===== src/rtl/reg_tag_scoreboard.sv =====
// Destination-tag scoreboard for in-flight instructions after decode.
// Selects the youngest forwarding stage per source operand and requests a stall on unready producers.
module reg_tag_scoreboard #(
  parameter int unsigned REG_BITS = 5,
  parameter int unsigned STAGES   = 3,
  parameter int unsigned NUM_SRC  = 2,
  parameter int unsigned LAT_BITS = 3,
  parameter int unsigned SELW     = 2,
  parameter int unsigned CNT_BITS = 16
) (
  input  logic                         clk,
  input  logic                         reset,
  input  logic [NUM_SRC*REG_BITS-1:0]  src_reg_D,
  input  logic [NUM_SRC-1:0]           src_on_D,
  input  logic [REG_BITS-1:0]          dst_reg_D,
  input  logic                         dst_we_D,
  input  logic [LAT_BITS-1:0]          dst_lat_D,
  input  logic [STAGES-1:0]            stall_stage,
  input  logic [STAGES-1:0]            flush_stage,
  input  logic                         clr_cnt,
  output logic [NUM_SRC*SELW-1:0]      fwd_sel,
  output logic                         stall_req,
  output logic [CNT_BITS-1:0]          stall_cnt
);

  // Index j holds entry j+1 (j=0 is E).
  logic [STAGES-1:0]               valid_q, valid_d, ld_valid;
  logic [STAGES-1:0][REG_BITS-1:0] tag_q, tag_d, ld_tag;
  logic [STAGES-1:0][LAT_BITS-1:0] cnt_q, cnt_d, ld_cnt;
  logic [CNT_BITS-1:0]             stall_cnt_q, stall_cnt_d;
  logic [NUM_SRC-1:0]              src_stall;

  function automatic logic [LAT_BITS-1:0] sat_dec(input logic [LAT_BITS-1:0] c);
    return (c == '0) ? '0 : c - LAT_BITS'(1);
  endfunction

  always_comb begin
    ld_valid    = '0;
    ld_tag      = '0;
    ld_cnt      = '0;
    ld_valid[0] = dst_we_D && (dst_reg_D != '0);
    ld_tag[0]   = dst_reg_D;
    ld_cnt[0]   = dst_lat_D;
    for (int unsigned i = 1; i < STAGES; i++) begin
      ld_valid[i] = valid_q[i-1];
      ld_tag[i]   = tag_q[i-1];
      ld_cnt[i]   = sat_dec(cnt_q[i-1]);
    end
  end

  // Flush beats stall beats load; a held entry keeps counting down.
  always_comb begin
    valid_d = valid_q;
    tag_d   = tag_q;
    cnt_d   = cnt_q;
    for (int unsigned i = 0; i < STAGES; i++) begin
      cnt_d[i] = sat_dec(cnt_q[i]);
      if (flush_stage[i]) begin
        valid_d[i] = 1'b0;
      end else if (!stall_stage[i]) begin
        valid_d[i] = ld_valid[i];
        tag_d[i]   = ld_tag[i];
        cnt_d[i]   = ld_cnt[i];
      end
    end
  end

  for (genvar s = 0; s < NUM_SRC; s++) begin : g_src
    logic [REG_BITS-1:0] sreg;
    logic                active;
    logic                found;
    logic                kready;
    logic [SELW-1:0]     ksel;

    assign sreg   = src_reg_D[s*REG_BITS +: REG_BITS];
    assign active = src_on_D[s] && (sreg != '0);

    // First hit scanning from entry 1 is the youngest producer; older hits are ignored.
    always_comb begin
      found  = 1'b0;
      kready = 1'b0;
      ksel   = '0;
      for (int unsigned i = 0; i < STAGES; i++) begin
        if (!found && active && valid_q[i] && (tag_q[i] == sreg)) begin
          found  = 1'b1;
          kready = (cnt_q[i] == '0);
          ksel   = SELW'(i + 1);
        end
      end
    end

    assign fwd_sel[s*SELW +: SELW] = (found && kready) ? ksel : '0;
    assign src_stall[s]            = found && !kready;
  end

  assign stall_req = |src_stall;

  always_comb begin
    stall_cnt_d = stall_cnt_q;
    if (clr_cnt)
      stall_cnt_d = '0;
    else if (stall_req && (stall_cnt_q != '1))
      stall_cnt_d = stall_cnt_q + CNT_BITS'(1);
  end

  always_ff @(posedge clk) begin
    if (!reset) begin
      valid_q     <= '0;
      tag_q       <= '0;
      cnt_q       <= '0;
      stall_cnt_q <= '0;
    end else begin
      valid_q     <= valid_d;
      tag_q       <= tag_d;
      cnt_q       <= cnt_d;
      stall_cnt_q <= stall_cnt_d;
    end
  end

  assign stall_cnt = stall_cnt_q;

endmodule


===== config.mk =====
export PLATFORM = sky130hd
export DESIGN_NAME = reg_tag_scoreboard
export DESIGN_NICKNAME = d
export VERILOG_FILES = /design/src/rtl/reg_tag_scoreboard.sv
export SDC_FILE = /design/constraint.sdc
export NUM_CORES = 1
export LEC_CHECK = 0
export CORE_MARGIN = 1.5
export CORE_UTILIZATION = 53
export CTS_BUF_LIST = sky130_fd_sc_hd__clkbuf_4
export DETAILED_ROUTE_END_ITERATION = 8
export PLACE_DENSITY = 0.82
export SYNTH_ARGS = -nofsm -noshare
export SYNTH_HDL_FRONTEND = slang
export SYNTH_SLANG_ARGS = --single-unit

===== constraint.sdc =====
create_clock -name clk -period 3.15 [get_ports clk]
set_input_delay 0.315 -clock clk [delete_from_list [all_inputs] [get_ports clk]]
set_output_delay 0.315 -clock clk [all_outputs]
set_load 0.01 [all_outputs]

==> impl_metrics.csv <==
group,metric,value,unit
run_status,outcome,"finished clean",
critical_path,critPathCaptureType,"primary output",
synth,synth-edff-count,0,
timing,fin_skew,0.01257,ns
clocking,ctsHtreeMaxLevel,2,
job,maxCapViolCount,0,
critical_path,cpPeakStageDelay,0.57,ns
detailed_routing,drc,0,
floorplan,die_area,0.005187,mm2
critical_path,crit_path_frequent_cell,"clkdlybuf4s50_1",
power,vdd.ir_drop.worst,0.0002094,V
floorplan,die_h,72.02,um
power,p_per_area,312.3,mW/mm2
clocking,clkSlewWorstSetupHoldPaths,0.11,ns
floorplan,boundaryPins,51,
timing,slew_violations,0,
critical_path,cp_slowest_cell,"clkdlybuf4s50_1",
timing,rsz0062_at_grt,"false",
synth,synth_ff_type,"dfxtp_1",
timing,setup_viol,0,
critical_path,worstReg2RegEnd,"stall_cnt[6]$_SDFFE_PP0P_",
critical_path,cp.arrival,2.56,ns
finish,fillerInstances,374,
finish,area_delta_synth_final,25.87,%
finish,fin_util,71.03,%
finish,diodes,0,
floorplan,die_x,72.02,um
detailed_routing,firstDrtPassIters,4,
synth,ys_seq_area_share,34.09,%
critical_path,r2r-start,"ld_tag[10]$_SDFFE_PN0P_",
finish,drive_gt1_share,9.239,%
timing,final_hold_viol_count,0,
critical_path,worstPathCellList,"clkdlybuf4s50_1 > buf_4 > xor2_1 > nor3_1 > nand4_1 > or2_2 > a21boi_0 > clkdlybuf4s50_1",
place,dp_hpwl,4616,um
clocking,cts_made_buffers,5,
clocking,cts.sinks,43,
critical_path,worstRegToRegCells,8,
global_route,grt_start_max_net_pins,31,
global_route,grt_pass1_vias,2314,
detailed_routing,viasPerCell,5.819,
critical_path,worstPathRequired,2.83,ns
clocking,cts_buffer_depth,2,
power,power_leakage,1.147,nW
place,gp_congestion,0.9009,
min_path,holdPathEnd,"tag_q[10]$_SDFFE_PN0P_",
floorplan,core,0.004474,mm2
min_path,holdCritPathClass,"reg -> reg",
min_path,min-delay-start,"tag_q[10]$_SDFFE_PN0P_",
clocking,cts_setup_buffers,0,
synth,synthArstFlopShare,0,%
clocking,clk_latency,0.36,ns
synth,synth_nets,346,
finish,finalNetCount,404,
synth,ys_ff_latch,43,
critical_path,r2r_slack,0.69,ns
synth,synthCells,309,
synth,syn_area_per_cell,8.171,um2
detailed_routing,drt-initial-drc-count,164,
global_route,antenna_found_initial,0,
floorplan,std_cell_rows,24,
detailed_routing,vias,2444,
timing,worst_pin_slew,0.7842,ns
detailed_routing,ant_nets,0,
place,portBuffers,50,
detailed_routing,wl,5974,um
synth,synthDistinctLibCells,45,
detailed_routing,wire_per_inst,14.22,um
clocking,cts_tree,"yes",
critical_path,crit_path_start,"src_reg_D[2]",
clocking,cts-root-buf,"clkbuf_4",
global_route,grt_overflow,0,
critical_path,startpoint_type,"input pin",
critical_path,critical_path_class,"in -> out",
timing,min_period,2.879,ns
synth,yosysWarnings,0,
timing,tns,0,ns
critical_path,crit_fanout,3,
timing,post-route-period-util,91.40,%
min_path,whs_path_depth,2,
floorplan,start_util,56.43,%
synth,synth_area,0.002525,mm2
global_route,grt_pass1_wl,10320,um
timing,fmax,0.3473,GHz
global_route,grt_usage,24.94,%
timing,relSlewSlack,47.17,%
## sequential cells by signal, indices dropped and copies added (netlist names)
name	cells
stall_cnt	16
ld_tag	10
cnt_q	9
tag_q	5
valid_q	3
## power breakdown
part | switching, W | internal (W)
registers | 0.0000104 | 0.000554
clock network | 0.000173 | 0.000104
logic | 0.0000711 | 0.0000795
## metal layers
metal	GRT usage [%]	part of all wire, %	wire length, um	vias to the layer above
met5	0	0	0	-
met2	45.27	51	3017	71
met4	9.015	1.7	99	0
met1	29.53	44	2616	1152
met3	4.167	4.0	240	10
li1	-	-	-	1211
## cell usage after synthesis (all sizes together), types with 4 or more instances
cell type | instances | area [um2]
nor2 | 8 | 30.03
nand2 | 53 | 198.9
or3 | 6 | 40.03
and3 | 4 | 25.02
xor2 | 13 | 113.9
o31ai | 7 | 52.55
nor3 | 10 | 50.05
o21ai | 11 | 58.80
nand4 | 9 | 62.56
dfxtp | 43 | 860.8
or4 | 13 | 97.59
nand3 | 9 | 45.04
nor4 | 4 | 25.02
xnor2 | 17 | 148.9
nor2b | 4 | 25.02
clkbuf | 7 | 26.28
or2 | 7 | 43.79
a21boi | 19 | 142.6
buf | 4 | 43.79
ha | 7 | 87.58
inv | 11 | 41.29
a21oi | 18 | 93.84
mux2i | 4 | 40.04
## kinds of logic after synthesis
logic type	Yosys count	synth area share, %
compound gates	65	17.34
xor+xnor	30	10.41
fa+ha+maj	7	3.469
buf+inv	22	4.410
flops	43	34.09
mux	4	1.586
simple gates	138	28.69
## per-stage QoR
stage                     hold WS (ns)  cell area (um2)  total power [W]  worst slack [ns]  cells
after global routing            0.5346             3178         0.001033            0.1245    420
after floorplan                 0.3911             2525        0.0006488            0.8446    309
after global placement          0.4910             3110        0.0007219           0.05897    412
after CTS                       0.5148             3168        0.0009973           0.01177    420
after detailed placement        0.5045             3110        0.0007247           0.01313    412
final                           0.5149             3178        0.0009924            0.2709    420
## repair_timing
item,4_1_cts,5_1_grt
hold buffers,0,0
resized for setup,0,2
setup endpoints to repair,0,1
## how the worst max path moves through the flow
stage / end / cells past startpoint
2_1_floorplan: stall_cnt[6]$_SDFFE_PP0P_ / 8
4_1_cts: stall_req / 8
6_report: fwd_sel[1] / 8
3_5_place_dp: stall_req / 8
3_3_place_gp: stall_req / 8
5_1_grt: fwd_sel[1] / 8
## cell usage in the layout (no fill, tap or decap), types with 3 or more instances in the layout
cell type and count:
nand3_1 9, o31ai_1 7, a21boi_0 19, o21a_1 3, inv_1 10, or2_2 7, ha_1 7, nor3b_1 3
nor4_1 4, buf_4 12, a21oi_1 17, clkdlybuf4s50_1 49, nor3_1 10, nand4_1 8, and3_1 4, xnor2_1 17
clkbuf_4 7, nor2b_1 4, or3_1 4, or4_1 13, mux2i_1 4, o21ai_1 7, o21ai_0 3, nand2_1 53
nor2_1 8, dfxtp_1 43, xor2_1 13
## layout make-up
class	count	area [um2]	share of cell area, %
flip-flops and latches	43	860.8	27.09
well taps	52	65.06	2.047
multi-input cells	244	1560	49.09
clock inverters	1	5.005	0.1575
clock buffers	7	52.55	1.654
repair buffers	62	593.1	18.66
inverters	11	41.29	1.299
## critical path: cells and delay by family
family	cells	cell delay, ns
buffers and inverters	3	1.16
AND/OR/NAND/NOR	3	0.75
AO/OA/AOI/OAI	1	0.21
XOR/XNOR	1	0.13
Power figures use the tool's default switching activity.
